==> src/rtl/mips_pkg.sv <==
// Shared types and encodings for the multicycle MIPS controller:
// FSM state enum, opcode/funct constants, ALU codes and the per-state control word.
package mips_pkg;

    typedef enum logic [3:0] {
        S_FETCH   = 4'd0,
        S_DECODE  = 4'd1,
        S_MEMADR  = 4'd2,
        S_MEMRD   = 4'd3,
        S_MEMWB   = 4'd4,
        S_MEMWR   = 4'd5,
        S_EXECUTE = 4'd6,
        S_ALUWB   = 4'd7,
        S_BRANCH  = 4'd8,
        S_ADDIEX  = 4'd9,
        S_ADDIWB  = 4'd10,
        S_JUMP    = 4'd11
    } state_t;

    localparam logic [5:0] OP_RTYPE = 6'b000000;
    localparam logic [5:0] OP_LW    = 6'b100011;
    localparam logic [5:0] OP_SW    = 6'b101011;
    localparam logic [5:0] OP_BEQ   = 6'b000100;
    localparam logic [5:0] OP_BNE   = 6'b000101;
    localparam logic [5:0] OP_ADDI  = 6'b001000;
    localparam logic [5:0] OP_J     = 6'b000010;

    localparam logic [5:0] F_ADD = 6'b100000;
    localparam logic [5:0] F_SUB = 6'b100010;
    localparam logic [5:0] F_AND = 6'b100100;
    localparam logic [5:0] F_OR  = 6'b100101;
    localparam logic [5:0] F_SLT = 6'b101010;

    localparam logic [2:0] ALU_AND = 3'b000;
    localparam logic [2:0] ALU_OR  = 3'b001;
    localparam logic [2:0] ALU_ADD = 3'b010;
    localparam logic [2:0] ALU_SUB = 3'b110;
    localparam logic [2:0] ALU_SLT = 3'b111;

    localparam logic [1:0] ALUOP_ADD   = 2'b00;
    localparam logic [1:0] ALUOP_SUB   = 2'b01;
    localparam logic [1:0] ALUOP_FUNCT = 2'b10;

    localparam logic [1:0] SRCB_B     = 2'b00;
    localparam logic [1:0] SRCB_FOUR  = 2'b01;
    localparam logic [1:0] SRCB_IMM   = 2'b10;
    localparam logic [1:0] SRCB_IMMSH = 2'b11;

    localparam logic [1:0] PCSRC_ALU    = 2'b00;
    localparam logic [1:0] PCSRC_ALUOUT = 2'b01;
    localparam logic [1:0] PCSRC_JUMP   = 2'b10;

    typedef struct packed {
        logic       pcwrite;
        logic       branch;
        logic       bne;
        logic       memwrite;
        logic       iord;
        logic       irwrite;
        logic       regdst;
        logic       memtoreg;
        logic       regwrite;
        logic       alusrca;
        logic [1:0] alusrcb;
        logic [1:0] pcsrc;
        logic [1:0] aluop;
    } ctrl_t;

    // Moore control word for a state; bne only matters in BRANCH, where it
    // selects whether a taken branch needs zero=1 or zero=0.
    function automatic ctrl_t state_ctrl(input state_t s, input logic is_bne);
        ctrl_t c;
        c = '0;
        case (s)
            S_FETCH: begin
                c.irwrite = 1'b1;
                c.alusrcb = SRCB_FOUR;
                c.pcsrc   = PCSRC_ALU;
                c.pcwrite = 1'b1;
                c.aluop   = ALUOP_ADD;
            end
            S_DECODE: begin
                c.alusrcb = SRCB_IMMSH;
                c.aluop   = ALUOP_ADD;
            end
            S_MEMADR: begin
                c.alusrca = 1'b1;
                c.alusrcb = SRCB_IMM;
                c.aluop   = ALUOP_ADD;
            end
            S_MEMRD: c.iord = 1'b1;
            S_MEMWB: begin
                c.memtoreg = 1'b1;
                c.regwrite = 1'b1;
            end
            S_MEMWR: begin
                c.iord     = 1'b1;
                c.memwrite = 1'b1;
            end
            S_EXECUTE: begin
                c.alusrca = 1'b1;
                c.alusrcb = SRCB_B;
                c.aluop   = ALUOP_FUNCT;
            end
            S_ALUWB: begin
                c.regdst   = 1'b1;
                c.regwrite = 1'b1;
            end
            S_BRANCH: begin
                c.alusrca = 1'b1;
                c.alusrcb = SRCB_B;
                c.aluop   = ALUOP_SUB;
                c.pcsrc   = PCSRC_ALUOUT;
                c.branch  = 1'b1;
                c.bne     = is_bne;
            end
            S_ADDIEX: begin
                c.alusrca = 1'b1;
                c.alusrcb = SRCB_IMM;
                c.aluop   = ALUOP_ADD;
            end
            S_ADDIWB: c.regwrite = 1'b1;
            S_JUMP: begin
                c.pcsrc   = PCSRC_JUMP;
                c.pcwrite = 1'b1;
            end
            default: c = '0;
        endcase
        return c;
    endfunction

endpackage

==> src/rtl/aludec.sv <==
// ALU decoder: maps the FSM's aluop class and the R-type funct field to an ALU code.
module aludec
    import mips_pkg::*;
(
    input  logic [5:0] funct,
    input  logic [1:0] aluop,
    output logic [2:0] alucontrol
);

    always_comb begin
        alucontrol = ALU_ADD;
        case (aluop)
            ALUOP_ADD: alucontrol = ALU_ADD;
            ALUOP_SUB: alucontrol = ALU_SUB;
            default: begin
                case (funct)
                    F_ADD:   alucontrol = ALU_ADD;
                    F_SUB:   alucontrol = ALU_SUB;
                    F_AND:   alucontrol = ALU_AND;
                    F_OR:    alucontrol = ALU_OR;
                    F_SLT:   alucontrol = ALU_SLT;
                    default: alucontrol = ALU_ADD;
                endcase
            end
        endcase
    end

endmodule

==> src/rtl/main_fsm.sv <==
// Multicycle MIPS main controller: sequences fetch/decode/execute per opcode
// and drives registered datapath controls; only pcen mixes in the zero flag.
//
// state     | meaning
// ----------+---------------------------------------------
// FETCH     | read instr at PC into IR, PC <= PC + 4
// DECODE    | read regs, precompute branch target
// MEMADR    | compute lw/sw effective address
// MEMRD     | read data memory at ALUOut
// MEMWB     | write loaded data to rt
// MEMWR     | write B to memory at ALUOut (one cycle)
// EXECUTE   | R-type ALU operation
// ALUWB     | write ALU result to rd
// BRANCH    | compare and conditionally load branch target
// ADDIEX    | rs + sign-extended immediate
// ADDIWB    | write addi result to rt
// JUMP      | load jump target into PC
module main_fsm
    import mips_pkg::*;
#(
    parameter bit SUPPORT_BNE = 1'b1
) (
    input  logic       clk,
    input  logic       reset,
    input  logic [5:0] op,
    input  logic [5:0] funct,
    input  logic       zero,
    output logic       pcen,
    output logic       memwrite,
    output logic       iord,
    output logic       irwrite,
    output logic       regdst,
    output logic       memtoreg,
    output logic       regwrite,
    output logic       alusrca,
    output logic [1:0] alusrcb,
    output logic [1:0] pcsrc,
    output logic [2:0] alucontrol
);

    state_t state_q, state_d;
    ctrl_t  ctrl_q, ctrl_d;
    ctrl_t  ctrl_out;
    logic   is_bne_d;
    logic   state_legal;

    assign is_bne_d = SUPPORT_BNE && (op == OP_BNE);

    always_comb begin
        state_d = S_FETCH;
        case (state_q)
            S_FETCH:  state_d = S_DECODE;
            S_DECODE: begin
                case (op)
                    OP_LW, OP_SW: state_d = S_MEMADR;
                    OP_RTYPE:     state_d = S_EXECUTE;
                    OP_BEQ:       state_d = S_BRANCH;
                    OP_BNE:       state_d = SUPPORT_BNE ? S_BRANCH : S_FETCH;
                    OP_ADDI:      state_d = S_ADDIEX;
                    OP_J:         state_d = S_JUMP;
                    default:      state_d = S_FETCH;
                endcase
            end
            S_MEMADR:  state_d = (op == OP_LW) ? S_MEMRD : S_MEMWR;
            S_MEMRD:   state_d = S_MEMWB;
            S_EXECUTE: state_d = S_ALUWB;
            S_ADDIEX:  state_d = S_ADDIWB;
            default:   state_d = S_FETCH;
        endcase
    end

    // Outputs are registered alongside the state so they are glitch-free Moore values.
    assign ctrl_d = state_ctrl(state_d, is_bne_d);

    always_ff @(posedge clk or posedge reset) begin
        if (reset) begin
            state_q <= S_FETCH;
            ctrl_q  <= state_ctrl(S_FETCH, 1'b0);
        end else begin
            state_q <= state_d;
            ctrl_q  <= ctrl_d;
        end
    end

    // A corrupted state register must not leave stale enables on the datapath.
    assign state_legal = (state_q <= S_JUMP);
    assign ctrl_out    = state_legal ? ctrl_q : '0;

    assign pcen     = ctrl_out.pcwrite | (ctrl_out.branch & (zero ^ ctrl_out.bne));
    assign memwrite = ctrl_out.memwrite;
    assign iord     = ctrl_out.iord;
    assign irwrite  = ctrl_out.irwrite;
    assign regdst   = ctrl_out.regdst;
    assign memtoreg = ctrl_out.memtoreg;
    assign regwrite = ctrl_out.regwrite;
    assign alusrca  = ctrl_out.alusrca;
    assign alusrcb  = ctrl_out.alusrcb;
    assign pcsrc    = ctrl_out.pcsrc;

    aludec u_aludec (
        .funct      (funct),
        .aluop      (ctrl_out.aluop),
        .alucontrol (alucontrol)
    );

endmodule

==> config.mk <==
export PLATFORM = sky130hd
export DESIGN_NAME = main_fsm
export DESIGN_NICKNAME = d
export VERILOG_FILES = /design/src/rtl/mips_pkg.sv /design/src/rtl/aludec.sv /design/src/rtl/main_fsm.sv
export SDC_FILE = /design/constraint.sdc
export NUM_CORES = 1
export LEC_CHECK = 0
export CORE_MARGIN = 8
export CORE_UTILIZATION = 41
export DETAILED_ROUTE_END_ITERATION = 7
export PLACE_DENSITY = 0.72
export SETUP_SLACK_MARGIN = 0.02
export SYNTH_ARGS = -nofsm -noshare
export SYNTH_HDL_FRONTEND = slang
export SYNTH_SLANG_ARGS = --single-unit
==> constraint.sdc <==
create_clock -name clk -period 1.4 [get_ports clk]
set_input_delay 0.14 -clock clk [delete_from_list [all_inputs] [get_ports clk]]
set_output_delay 0.14 -clock clk [all_outputs]
set_load 0.01 [all_outputs]
Yosys cells after proc, flatten, opt, wreduce, memory -nomap -nowiden --
Cells that the tools add are included.
Storage, ports and cells: word-level logic and storage cells 74, output and inout bits 15, register bits 20
Operators by class: multiplexer cells 18, reduce and logical (&&, ||, !) cells 11, magnitude comparators 1, bitwise operators 3, equality and inequality tests 27
Operator list (count):
- 6-bit == test, second input constant | 6
- 4-bit one-hot mux with 6 select lines | 1
- 4-bit by 3-bit == test with 1-bit output, second input constant | 5
- 4-bit == test, second input constant | 5
- 4-bit one-hot mux with 5 select lines | 1
- 4-bit by 2-bit == test with 1-bit output, second input constant | 4
- 16-bit two-way mux | 1
- 6-bit by 3-bit == test with 1-bit output, second input constant | 2
- 3-bit one-hot mux with 4 select lines | 1
- 2-bit OR reduction | 5
- 4-bit by 1-bit == test with 1-bit output, second input constant | 2
- 4-bit zero test | 2
- 1-bit two-way mux | 8
- 2-bit one-hot mux with 2 select lines | 2
- 6-bit by 2-bit == test with 1-bit output, second input constant | 1
- 6-bit by 4-bit == test with 1-bit output, second input constant | 1
- 6-bit zero test | 1
- 2-bit one-hot mux with 3 select lines | 1
- 3-bit one-hot mux with 2 select lines | 1
- 4-bit less-or-equal comparator, second input constant | 1
- 4-bit OR reduction | 1
- 3-bit two-way mux | 1
- 3-bit OR reduction | 1
- 2-bit by 1-bit == test with 1-bit output, second input constant | 1
- other kinds (5) | 5

Logic depth before layout (Yosys ltp) --
depth in word-level cells 7, gate-level depth with buffers 7, mapped depth without buffers 6

Cells and area by module --
Synthesis repeated with hierarchy kept, for this count alone.
Second synthesis, totals: cells, all modules 101, area total of the unflattened synthesis 1024.7 µm²
By module, submodules not included:
- main_fsm | area each 960.9 µm², sequential area each 454.2 µm², cells each 93, instances 1
- aludec | area each 63.8 µm², sequential area each 0.0 µm², cells each 8, instances 1

Worst setup path after synthesis --
Ideal clock, no wire load.
kind flip-flop to flip-flop, start point register state_q[2], end point register ctrl_q[15] (netlist bit), stages on the path, launching flop included 7, library setup time 82 ps, data arrival time 1438 ps, period minus slack after synthesis 1520 ps, required time 1318 ps, buffers on the path 1, path slack -120 ps, path through dfrtp_1 -> buf_4 -> nor3b_4 -> nand2_2 -> o221ai_4 -> nor4_2 -> or2_1
RTL lines:
- start, declared | line main_fsm.sv:41 | state_t state_q, state_d;
- start signal, assigned | line main_fsm.sv:80 | state_q <= state_d;
- end signal, assigned | line main_fsm.sv:78 | ctrl_q <= state_ctrl(S_FETCH, 1'b0);
- end signal, assigned | line main_fsm.sv:81 | ctrl_q <= ctrl_d;
- end, declared | line main_fsm.sv:42 | ctrl_t ctrl_q, ctrl_d;

==> flow_summary.toml <==
[cells_and_area]
finish.utilization = 0.7154
final_layout_size_suffix_gt1_frac = 0.5032
syn2layout_area_growth_pct = 64.56
diodes = 0
final_area_um2 = 1598
regArea_um2 = 455.4
multi_input_area_um2 = 519.2
n_fill_cell = 158
fin_nets = 173

[flow_run]
maxCapViolCount = 0

[sta]
tightestPinTransition_ps = 431.8
post-route-period-util = 1.159
period_minus_slack_ps = 1622
setup_viol = 17
worst_slew_margin_rel = 0.7114
finalHoldViolCount = 0
rsz0062_at_grt = "true"
final.setup.tns_ps = -2134
fin_worst_skew_ps = 14.06
fin_ws_ps = -222.3
slew_violations = 0
fmax_mhz = 616.4

[grt]
grt_max_degree = 19
grt_usage = 0.1302
grt_pass1_wl_mm = 4.353
first_global_vias = 975
grt-ovfl-total = 0
antenna_found_initial = 0

[setup_path]
arrival_ps = 1860
critPathCaptureType = "register"
crit_fanout = 7
cp-start-kind = "register"
startpoint = "state_q[2]"
cp.required_ps = 1640
timing.reg2reg.setup_slack_ps = -220
rr_endpoint = "ctrl_q[15]"
cp-endpoint = "ctrl_q[15]"
r2r_start = "state_q[2]"
crit_type = "reg2reg"
r2r_cells = 6

[place]
io_buffers = 29
dpl_cell_area_um2 = 1496
gp_congestion = 0.9070
dpl.hpwl_mm = 1.910

[cts]
cts-root-buf = "clkbuf_4"
numCtsBuffers = 3
worstSkewPairLatency_ps = 300
cts_tree = "built"
clk_path_buf_depth = 2
cts_sinks = 18
htree_levels = 1
cts.clk_slew.worst_paths_ps = 100

[routing]
firstDrtPassIters = 2
drt_iter0_markers = 10
wirelength_mm = 2.660
postRouteAntennaNets = 0
routed_via_density = 5.086
routedWlPerCell_um = 14.38
drcViolationCount = 0
vias = 941

[synth]
synth.avg_cell_area_um2 = 10.79
yosysUniqueCellTypes = 40
ys.warnings.count = 0
syn_area_um2 = 970.9
syn-num-nets = 105
ys_seq_area_frac = 0.4678
ys_seq_elements = 18
synthCells = 90

[floorplanning]
dieHeight_um = 64.67
die_area_um2 = 4182
rows = 17
core_area_um2 = 2233
die-width_um = 64.67
start_util = 0.4347
pin_count = 30

[run_status]
violations = "setup timing"
status = "finished with violations"

[power]
p_leak_nw = 0.7622
total_power_mw = 1.882
power_density_nw_per_um2 = 1178
ir_drop_uv = 1018

[min_path]
hp-class = "in2async"
metrics by stage:
step	worst slack, ps	instances	hold slack [ps]
detailed placement	-674.7	172	475.6
finish	-222.3	185	142.3
floorplan	-58.72	90	76.31
global placement	-562.2	172	465.9
global route	-295.9	185	168.1
CTS	-160.6	181	141.6
worst min-delay path by stage:
stage	to	start	cells past startpoint	slack, ps
2_1_floorplan	ctrl_q[11]	reset	1	80
3_3_place_gp	ctrl_q[1]	reset	3	470
3_5_place_dp	ctrl_q[1]	reset	3	480
4_1_cts	ctrl_q[1]	reset	3	140
5_1_grt	ctrl_q[14]	reset	3	170
6_report	state_q[1]	reset	3	140
critical path, cell delays in order, from the launching register on:
cell	delay, ps
dfrtp_1	430
buf_6	150
nor3b_4	250
nand2_2	100
o221ai_4	310
and3_4	240
or2_1	90
power breakdown:
| part | switching (mW) | internal [mW] |
|---|---|---|
| clock network | 0.155 | 0.111 |
| registers | 0.0639 | 0.653 |
| logic | 0.387 | 0.512 |
| total | 0.606 | 1.28 |
area by class of cell:
type / count / area share
repair buffers: 65 / 0.3352
multi-input cells: 63 / 0.3250
flip-flops and latches: 18 / 0.2850
well taps: 28 / 0.02193
clock buffers: 4 / 0.01644
inverters: 7 / 0.01644
cells by family (layout without fill, tap and decap cells):
| kind of cell | Yosys count | after routing | share of synthesized area |
|---|---|---|---|
| simple gates | 44 | 44 | 0.3170 |
| flops | 18 | 18 | 0.4678 |
| compound gates | 16 | 16 | 0.1495 |
| buf+inv | 9 | 76 | 0.03866 |
| xor+xnor | 3 | 3 | 0.02707 |
cell usage in the layout (no fill, tap or decap), types with 3 or more instances in the layout:
| master | n |
|---|---|
| buf_4 | 31 |
| dfrtp_1 | 14 |
| and2_1 | 10 |
| dlygate4sd2_1 | 8 |
| buf_2 | 8 |
| clkdlybuf4s50_1 | 7 |
| nor2_1 | 5 |
| clkdlybuf4s15_2 | 5 |
| buf_6 | 5 |
| inv_1 | 4 |
| inv_2 | 3 |
| nor3_1 | 3 |
| a21oi_1 | 3 |
| clkbuf_4 | 3 |
| dfstp_2 | 3 |
routing by layer:
layer  track usage  up-vias  part of all wire
li1              -      452                 -
met3       0.04467        4             0.051
met1        0.1238      464              0.40
met5             0        -                 0
met2        0.2484       21              0.54
met4       0.05177        0            0.0090
registers in the layout (all words and copies together), names as in the netlist:
signal   count
state_q      4
ctrl_q      14
synthesized netlist by cell type (all sizes together):
master | count | area [um2]
or2 | 3 | 21.27
o22ai | 1 | 6.260
nor4b | 1 | 15.01
nand2b | 2 | 12.51
nand4 | 1 | 6.260
nor4 | 2 | 25.02
nand2 | 4 | 17.52
dfstp | 3 | 78.83
nor2 | 5 | 18.77
o31ai | 1 | 21.27
o221ai | 1 | 26.28
and2 | 10 | 62.56
o21bai | 1 | 7.510
clkbuf | 1 | 3.750
or3b | 1 | 8.760
a2bb2oi | 2 | 17.52
nand3 | 2 | 10.01
or3 | 2 | 17.52
dfrtp | 15 | 375.4
nor3b | 4 | 46.29
xor2 | 1 | 8.760
buf | 1 | 7.510
nor3 | 4 | 25.02
a21o | 1 | 7.510
a21oi | 3 | 15.01
nand4b | 1 | 8.760
xnor2 | 2 | 17.52
inv | 7 | 26.28
o21ai | 3 | 18.77
and3 | 2 | 12.51
o21a | 2 | 15.01
o31a | 1 | 10.01
timing repair:
action	in CTS	in global routing
pin swaps	7	3
setup buffers	5	5
hold buffers	0	0
hold endpoints to repair	0	0
setup endpoints to repair	25	25
gates resized for setup	66	4
Power figures use the tool's default switching activity.
